## config.mk

```make
export PLATFORM = sky130hd
export DESIGN_NAME = mem_wb_elastic_reg_flat
export DESIGN_NICKNAME = d
export VERILOG_FILES = /design/src/rtl/mem_wb_pkg.sv /design/src/rtl/mem_wb_elastic_reg_if.sv /design/src/rtl/mem_wb_load_ext.sv /design/src/rtl/mem_wb_elastic_reg.sv /design/src/flat_wrapper.sv
export SDC_FILE = /design/constraint.sdc
export NUM_CORES = 1
export LEC_CHECK = 0
export ABC_CLOCK_PERIOD_IN_PS = 1800
export CORE_MARGIN = 2
export CORE_UTILIZATION = 50
export DETAILED_ROUTE_END_ITERATION = 7
export PLACE_DENSITY = 0.8
export SYNTH_ARGS = -nofsm -noshare
export SYNTH_HDL_FRONTEND = slang
export SYNTH_HIERARCHICAL = 1
export SYNTH_SLANG_ARGS = --single-unit
```

## constraint.sdc

```tcl
create_clock -name CLK -period 1.8 [get_ports CLK]
set_input_delay 0.27 -clock CLK [delete_from_list [all_inputs] [get_ports CLK]]
set_output_delay 0.27 -clock CLK [all_outputs]
set_load 0.05 [all_outputs]
```

## src/rtl/mem_wb_pkg.sv

```systemverilog
// mem_wb_pkg: shared types and constants for the MEM->WB elastic stage.
//   DATA_W / RIDX_W   default datapath and register-index widths
//   F3_*              load funct3 encodings used by the load formatter
//   RSRC_*            ResultSrc encodings carried through the stage
//   stage_state_t     occupancy state of the 2-entry stage
//   mem_wb_payload_t  everything that travels with one beat
package mem_wb_pkg;

  localparam int DATA_W = 32;
  localparam int RIDX_W = 5;

  localparam logic [2:0] F3_LB  = 3'b000;
  localparam logic [2:0] F3_LH  = 3'b001;
  localparam logic [2:0] F3_LW  = 3'b010;
  localparam logic [2:0] F3_LBU = 3'b100;
  localparam logic [2:0] F3_LHU = 3'b101;

  localparam logic [1:0] RSRC_ALU = 2'b00;
  localparam logic [1:0] RSRC_MEM = 2'b01;
  localparam logic [1:0] RSRC_PC4 = 2'b10;
  localparam logic [1:0] RSRC_IMM = 2'b11;

  typedef enum logic [1:0] {
    EMPTY = 2'd0,   // nothing held
    ONE   = 2'd1,   // out_reg valid
    FULL  = 2'd2    // out_reg and skid_reg valid
  } stage_state_t;

  typedef struct packed {
    logic              reg_write;
    logic [1:0]        result_src;
    logic              jump_reg;
    logic [DATA_W-1:0] alu_result;
    logic [RIDX_W-1:0] rd;
    logic [DATA_W-1:0] imm_ext;
    logic [DATA_W-1:0] pc_plus4;
    logic [DATA_W-1:0] read_data;
  } mem_wb_payload_t;

endpackage

```

## src/rtl/mem_wb_elastic_reg_if.sv

```systemverilog
// mem_wb_elastic_reg_if: MEM-side and WB-side signals of the elastic stage.
//   master : the environment view (drives M inputs and ReadyW)
//   slave  : the stage view (drives ReadyM and all W outputs)
interface mem_wb_elastic_reg_if #(
  parameter int WIDTH  = 32,
  parameter int REG_AW = 5
);
  logic              FlushM;
  logic              ValidM;
  logic              ReadyM;
  logic              RegWriteM;
  logic [1:0]        ResultSrcM;
  logic              JumpRegM;
  logic [2:0]        Funct3M;
  logic [WIDTH-1:0]  ALUResultM;
  logic [REG_AW-1:0] RdM;
  logic [WIDTH-1:0]  ImmExtM;
  logic [WIDTH-1:0]  PCPlus4M;
  logic [WIDTH-1:0]  ReadDataM;

  logic              ValidW;
  logic              ReadyW;
  logic              RegWriteW;
  logic [1:0]        ResultSrcW;
  logic              JumpRegW;
  logic [WIDTH-1:0]  ALUResultW;
  logic [REG_AW-1:0] RdW;
  logic [WIDTH-1:0]  ImmExtW;
  logic [WIDTH-1:0]  PCPlus4W;
  logic [WIDTH-1:0]  ReadDataW;

  modport master (
    output FlushM, ValidM, RegWriteM, ResultSrcM, JumpRegM, Funct3M,
           ALUResultM, RdM, ImmExtM, PCPlus4M, ReadDataM, ReadyW,
    input  ReadyM, ValidW, RegWriteW, ResultSrcW, JumpRegW, ALUResultW,
           RdW, ImmExtW, PCPlus4W, ReadDataW
  );

  modport slave (
    input  FlushM, ValidM, RegWriteM, ResultSrcM, JumpRegM, Funct3M,
           ALUResultM, RdM, ImmExtM, PCPlus4M, ReadDataM, ReadyW,
    output ReadyM, ValidW, RegWriteW, ResultSrcW, JumpRegW, ALUResultW,
           RdW, ImmExtW, PCPlus4W, ReadDataW
  );
endinterface

```

## src/rtl/mem_wb_load_ext.sv

```systemverilog
// mem_wb_load_ext: combinational load-data formatter.
//   funct3_i  : load type (LB/LH/LW/LBU/LHU)
//   addr_lo_i : low address bits selecting byte / half
//   rdata_i   : raw memory word
//   rdata_o   : sign/zero-extended result; raw word for LW and unknown types
// WIDTH must be at least 32.
module mem_wb_load_ext
  import mem_wb_pkg::*;
#(
  parameter int WIDTH = 32
) (
  input  logic [2:0]       funct3_i,
  input  logic [1:0]       addr_lo_i,
  input  logic [WIDTH-1:0] rdata_i,
  output logic [WIDTH-1:0] rdata_o
);
  logic [7:0]  byte_sel;
  logic [15:0] half_sel;

  always_comb begin
    case (addr_lo_i)
      2'd0:    byte_sel = rdata_i[7:0];
      2'd1:    byte_sel = rdata_i[15:8];
      2'd2:    byte_sel = rdata_i[23:16];
      default: byte_sel = rdata_i[31:24];
    endcase
    half_sel = addr_lo_i[1] ? rdata_i[31:16] : rdata_i[15:0];

    case (funct3_i)
      F3_LB:   rdata_o = {{(WIDTH-8){byte_sel[7]}}, byte_sel};
      F3_LH:   rdata_o = {{(WIDTH-16){half_sel[15]}}, half_sel};
      F3_LBU:  rdata_o = {{(WIDTH-8){1'b0}}, byte_sel};
      F3_LHU:  rdata_o = {{(WIDTH-16){1'b0}}, half_sel};
      default: rdata_o = rdata_i;
    endcase
  end
endmodule

```

## src/rtl/mem_wb_elastic_reg.sv

```systemverilog
// mem_wb_elastic_reg: elastic MEM->WB pipeline stage (2-entry skid buffer).
//   CLK, RST : clock, synchronous active-high reset
//   bus      : mem_wb_elastic_reg_if.slave
//              M side: FlushM, ValidM/ReadyM handshake and beat payload
//              W side: ValidW/ReadyW handshake and registered payload
// Optional feature: define MEM_WB_LOAD_EXT_EN to format ReadDataW from
// Funct3M / ALUResultM[1:0] at capture; otherwise the word passes raw.
// The payload struct is sized by the package widths; WIDTH/REG_AW should
// stay equal to mem_wb_pkg::DATA_W / RIDX_W.
module mem_wb_elastic_reg
  import mem_wb_pkg::*;
#(
  parameter int WIDTH  = DATA_W,
  parameter int REG_AW = RIDX_W
) (
  input  logic CLK,
  input  logic RST,
  mem_wb_elastic_reg_if.slave bus
);
  stage_state_t    state_q, state_d;
  mem_wb_payload_t out_q, out_d;
  mem_wb_payload_t skid_q, skid_d;
  mem_wb_payload_t in_beat;

  logic [WIDTH-1:0]  rdata_fmt;
  logic [REG_AW-1:0] rd_in;
  logic              accept, drain, out_vld, ready;

`ifdef MEM_WB_LOAD_EXT_EN
  mem_wb_load_ext #(.WIDTH(WIDTH)) u_load_ext (
    .funct3_i  (bus.Funct3M),
    .addr_lo_i (bus.ALUResultM[1:0]),
    .rdata_i   (bus.ReadDataM),
    .rdata_o   (rdata_fmt)
  );
`else
  assign rdata_fmt = bus.ReadDataM;
`endif

  assign rd_in = bus.RdM;

  always_comb begin
    in_beat            = '0;
    in_beat.reg_write  = bus.RegWriteM;
    in_beat.result_src = bus.ResultSrcM;
    in_beat.jump_reg   = bus.JumpRegM;
    in_beat.alu_result = bus.ALUResultM;
    in_beat.rd         = rd_in;
    in_beat.imm_ext    = bus.ImmExtM;
    in_beat.pc_plus4   = bus.PCPlus4M;
    in_beat.read_data  = rdata_fmt;
  end

  // Ready depends only on registered state: no ReadyW -> ReadyM path.
  assign ready   = (state_q != FULL);
  assign out_vld = (state_q != EMPTY);
  assign accept  = bus.ValidM & ready;
  assign drain   = out_vld & bus.ReadyW;

  always_comb begin
    state_d = state_q;
    out_d   = out_q;
    skid_d  = skid_q;
    if (bus.FlushM) begin
      // Input beat is dropped; stale payload may remain except reg_write.
      state_d         = EMPTY;
      out_d.reg_write = 1'b0;
    end else begin
      case (state_q)
        EMPTY: if (accept) begin
          state_d = ONE;
          out_d   = in_beat;
        end
        ONE: begin
          if (accept && drain) begin
            out_d = in_beat;
          end else if (accept) begin
            state_d = FULL;
            skid_d  = in_beat;
          end else if (drain) begin
            state_d = EMPTY;
          end
        end
        FULL: if (drain) begin
          state_d = ONE;
          out_d   = skid_q;
        end
        default: state_d = EMPTY;
      endcase
    end
  end

  always_ff @(posedge CLK) begin
    if (RST) begin
      state_q <= EMPTY;
      out_q   <= '0;
      skid_q  <= '0;
    end else begin
      state_q <= state_d;
      out_q   <= out_d;
      skid_q  <= skid_d;
    end
  end

  assign bus.ReadyM     = ready;
  assign bus.ValidW     = out_vld;
  // A bubble must never write the register file.
  assign bus.RegWriteW  = out_q.reg_write & out_vld;
  assign bus.ResultSrcW = out_q.result_src;
  assign bus.JumpRegW   = out_q.jump_reg;
  assign bus.ALUResultW = out_q.alu_result;
  assign bus.RdW        = out_q.rd;
  assign bus.ImmExtW    = out_q.imm_ext;
  assign bus.PCPlus4W   = out_q.pc_plus4;
  assign bus.ReadDataW  = out_q.read_data;
endmodule

```

## src/flat_wrapper.sv

```systemverilog
// flat-port wrapper written by rule: the top's interface ports become plain ports
module mem_wb_elastic_reg_flat import mem_wb_pkg::*;
#(
  parameter int WIDTH  = DATA_W,
  parameter int REG_AW = RIDX_W
)
  (CLK, RST, bus_FlushM, bus_ValidM, bus_RegWriteM, bus_ResultSrcM, bus_JumpRegM, bus_Funct3M, bus_ALUResultM, bus_RdM, bus_ImmExtM, bus_PCPlus4M, bus_ReadDataM, bus_ReadyW, bus_ReadyM, bus_ValidW, bus_RegWriteW, bus_ResultSrcW, bus_JumpRegW, bus_ALUResultW, bus_RdW, bus_ImmExtW, bus_PCPlus4W, bus_ReadDataW);
  mem_wb_elastic_reg_if #(.WIDTH(WIDTH), .REG_AW(REG_AW)) bus_i ();
  input  logic CLK;
  input  logic RST;
  input wire logic [$bits(bus_i.FlushM)-1:0] bus_FlushM;
  input wire logic [$bits(bus_i.ValidM)-1:0] bus_ValidM;
  input wire logic [$bits(bus_i.RegWriteM)-1:0] bus_RegWriteM;
  input wire logic [$bits(bus_i.ResultSrcM)-1:0] bus_ResultSrcM;
  input wire logic [$bits(bus_i.JumpRegM)-1:0] bus_JumpRegM;
  input wire logic [$bits(bus_i.Funct3M)-1:0] bus_Funct3M;
  input wire logic [$bits(bus_i.ALUResultM)-1:0] bus_ALUResultM;
  input wire logic [$bits(bus_i.RdM)-1:0] bus_RdM;
  input wire logic [$bits(bus_i.ImmExtM)-1:0] bus_ImmExtM;
  input wire logic [$bits(bus_i.PCPlus4M)-1:0] bus_PCPlus4M;
  input wire logic [$bits(bus_i.ReadDataM)-1:0] bus_ReadDataM;
  input wire logic [$bits(bus_i.ReadyW)-1:0] bus_ReadyW;
  output wire logic [$bits(bus_i.ReadyM)-1:0] bus_ReadyM;
  output wire logic [$bits(bus_i.ValidW)-1:0] bus_ValidW;
  output wire logic [$bits(bus_i.RegWriteW)-1:0] bus_RegWriteW;
  output wire logic [$bits(bus_i.ResultSrcW)-1:0] bus_ResultSrcW;
  output wire logic [$bits(bus_i.JumpRegW)-1:0] bus_JumpRegW;
  output wire logic [$bits(bus_i.ALUResultW)-1:0] bus_ALUResultW;
  output wire logic [$bits(bus_i.RdW)-1:0] bus_RdW;
  output wire logic [$bits(bus_i.ImmExtW)-1:0] bus_ImmExtW;
  output wire logic [$bits(bus_i.PCPlus4W)-1:0] bus_PCPlus4W;
  output wire logic [$bits(bus_i.ReadDataW)-1:0] bus_ReadDataW;
  assign bus_i.FlushM = bus_FlushM;
  assign bus_i.ValidM = bus_ValidM;
  assign bus_i.RegWriteM = bus_RegWriteM;
  assign bus_i.ResultSrcM = bus_ResultSrcM;
  assign bus_i.JumpRegM = bus_JumpRegM;
  assign bus_i.Funct3M = bus_Funct3M;
  assign bus_i.ALUResultM = bus_ALUResultM;
  assign bus_i.RdM = bus_RdM;
  assign bus_i.ImmExtM = bus_ImmExtM;
  assign bus_i.PCPlus4M = bus_PCPlus4M;
  assign bus_i.ReadDataM = bus_ReadDataM;
  assign bus_i.ReadyW = bus_ReadyW;
  assign bus_ReadyM = bus_i.ReadyM;
  assign bus_ValidW = bus_i.ValidW;
  assign bus_RegWriteW = bus_i.RegWriteW;
  assign bus_ResultSrcW = bus_i.ResultSrcW;
  assign bus_JumpRegW = bus_i.JumpRegW;
  assign bus_ALUResultW = bus_i.ALUResultW;
  assign bus_RdW = bus_i.RdW;
  assign bus_ImmExtW = bus_i.ImmExtW;
  assign bus_PCPlus4W = bus_i.PCPlus4W;
  assign bus_ReadDataW = bus_i.ReadDataW;
  mem_wb_elastic_reg #(.WIDTH(WIDTH), .REG_AW(REG_AW)) u_core (.CLK(CLK), .RST(RST), .bus(bus_i));
endmodule
```

==> results.yml <==
sta:
  fin_crit_sh_pct: 97.7
  slew_violations: 0
  relSlewSlack_pct: 65.0
  setup-violations-final: 0
  tightest_slew_ps: 527
  fin_crit_ps: 1760
  final_hold_viol_count: 0
  final.setup.tns_ps: 0
  fin_skew_ps: 20.2
  fmax_mhz: 569
  grt_setup_unrepaired: "no"
floorplanning:
  num_io_pins: 284
  core_um2: 24200
  dieHeight_um: 161
  row_count: 57
  initial_core_util_pct: 50.7
  dieArea_um2: 25800
  die_x_um: 161
critical_path:
  crit_path_start: "u_core/state_q[1]$_SDFFE_PP0P_"
  worst_ep_arrival_time_ps: 1490
  rrSetupSlack_ps: 140
  worstSetupEndpointType: "output pin"
  startpoint_type: "flop"
  cp_data_required_time_ps: 1530
  cp_slowest_cell: "dfxtp_4"
  path_cells: "or2_4, and2_4, buf_6"
  critPathKind: "flop to output pin"
  reg2reg_from: "u_core/state_q[0]$_SDFFE_PP0P_"
  reg2reg_depth: 5
  max_stage_delay_ps: 370
  critPathMaxFanout: 6
synthesis:
  yosys_warnings: 6
  synth_seq_area_share_pct: 45.1
  syn-num-nets: 1532
  syn_area_um2: 12300
  synth_cell_types: 25
  syn_area_per_cell_um2: 8.84
  syn-instance-count: 1387
  ys_ff_latch: 276
final_layout:
  area_growth_pct: 26.1
  final_common_cell: "nand2_1"
  post-route-cell-area_um2: 15500
  nets: 1623
  drive_above_1_share_pct: 10.3
  final_cell_mix: "nand2_1 (275), a21oi_1 (274), dfxtp_1 (274), clkdlybuf4s50_1 (140), mux2i_1 (138)"
  fillers: 1994
  fin_util_pct: 63.9
placed_design:
  place.detailed.hpwl_mm: 19.7
  place.gp.congestion: 0.810
  dpl_cell_area_um2: 14500
  io_buffers: 280
routing:
  route.antenna.remaining_nets: 0
  via_per_inst: 5.56
  finalWirelength_mm: 30.8
  drt_iter0_drc: 708
  drc: 0
  firstDrtPassIters: 8
  post_drt_wl_per_cell_um: 16.9
  vias: 10100
power_and_ir_drop:
  powerDensity_nw_per_um2: 988
  max-vdd-ir-drop_mv: 0.814
  leakage_nw: 6.66
status:
  status: "finished clean"
grt:
  antenna_found_initial: 4
  grt_max_degree: 89
  grt_pass1_vias: 9645
  grt_overflow_total: 0
  globalRouteTotalUtil_pct: 22.7
  grt_pass1_wl_mm: 49.0
hold_path:
  hp-start: "RST"
  min_path_type: "primary input to flop"
  hold_depth: 2
run:
  cap_violations: 0
clock_tree:
  cts_buffers: 28
  numClockSinks: 276
  cts_buffer_depth: 3
  path_clk_slew_ps: 60
  cts_tree: "built"
  worstSkewPairLatency_ps: 540
  cts_root_buf: "clkbuf_16"
  h-tree-depth: 1
[metrics by stage]
stage               worst slack [ps]  std cells  hold WS (ps)  total power (W)
finish                          41.0       1825           239           0.0153
CTS                             20.0       1821           239           0.0154
floorplan                        378       1387           347          0.00840
detailed placement              -232       1770           446          0.00919
global placement                -135       1770           440          0.00915
global route                    4.38       1823           264           0.0158
[layer usage]
metal  routed length, um  GRT usage, %  vias up
met5                  13             0        -
met4                1420          10.5        2
met3                1730          4.86       82
met2               14800          38.4      278
met1               12900          27.6     4809
li1                    -             -     4973
[state kept, by name, indices dropped and copies added (netlist names), 2 cells and up]
register	flops
u_core/bus.PCPlus4W	32
u_core/bus.ResultSrcW	2
u_core/bus.ALUResultW	32
u_core/bus.ReadDataW	32
u_core/skid_q	137
u_core/bus.RdW	5
u_core/state_q	2
u_core/bus.ImmExtW	32
[worst paths after layout]
path,to
setup / recovery,bus_RegWriteW
hold / removal,u_core/skid_q[114]$_SDFFE_PP0P_
hold reg to reg,u_core/skid_q[82]$_SDFFE_PP0P_
setup reg to reg,u_core/bus.PCPlus4W[16]$_SDFFE_PP0P_
[kinds of logic (layout without fill, tap and decap cells)]
| kind of cell | count (synthesis) | count (layout) | synth area share (%) |
|---|---|---|---|
| AO/OA/AOI/OAI | 414 | 414 | 21.2 |
| AND/OR/NAND/NOR | 286 | 286 | 8.97 |
| flip-flops | 276 | 276 | 45.1 |
| buffers and inverters | 273 | 384 | 13.5 |
| multiplexers | 138 | 138 | 11.3 |
| other | 0 | 3 | 0 |
[critical path: cells and delay by family, from the launching register on]
kind | cells | cell delay [ps]
simple gates | 2 | 430
flops | 1 | 370
buf+inv | 1 | 140
[Yosys cell counts]
library cell,number,share of area [%]
a2111oi_1,1,0.082
clkbuf_1,76,2.3
buf_1,4,0.12
buf_6,1,0.092
a2111oi_0,1,0.071
o22a_1,1,0.071
buf_2,39,1.6
nand2_1,275,8.4
and3_1,1,0.051
nand3_1,1,0.041
mux2i_1,138,11
a311oi_1,136,9.7
dfxtp_1,276,45
a21oi_1,274,11
or2_2,1,0.051
buf_4,152,9.3
nor2b_1,1,0.051
inv_1,1,0.031
o21ai_2,1,0.071
nor2_1,1,0.031
nand2b_1,2,0.10
nand3b_1,1,0.061
and2_1,1,0.051
nor3_1,1,0.041
nor2b_2,1,0.071
[power breakdown]
group / total, W / internal (W) / leakage, nW / switching, W
logic: 0.00246 / 0.000917 / 3.91 / 0.00155
registers: 0.00649 / 0.00636 / 2.25 / 0.000136
clock network: 0.00632 / 0.00389 / 0.499 / 0.00242
[cell type report]
| type | instances | area, um2 | share of cell area, % |
|---|---|---|---|
| Sequential cell | 276 | 5530 | 35.8 |
| Multi-Input combinational cell | 838 | 5120 | 33.1 |
| Antenna cell | 3 | 7.51 | 0.0486 |
| Clock buffer | 38 | 818 | 5.29 |
| Tap cell | 324 | 405 | 2.62 |
| Timing Repair Buffer | 333 | 3360 | 21.7 |
| Inverter | 1 | 11.3 | 0.0729 |
| Clock inverter | 12 | 205 | 1.33 |
[what timing repair did]
item | 4_1_cts | 5_1_grt
hold buffers | 0 | 0
gates resized for setup | 102 | 2
buffers inserted | 1 | 1
pin swaps | 0 | 0
setup endpoints to repair | 99 | 14
Note: power is estimated with default switching activity, not from simulation.
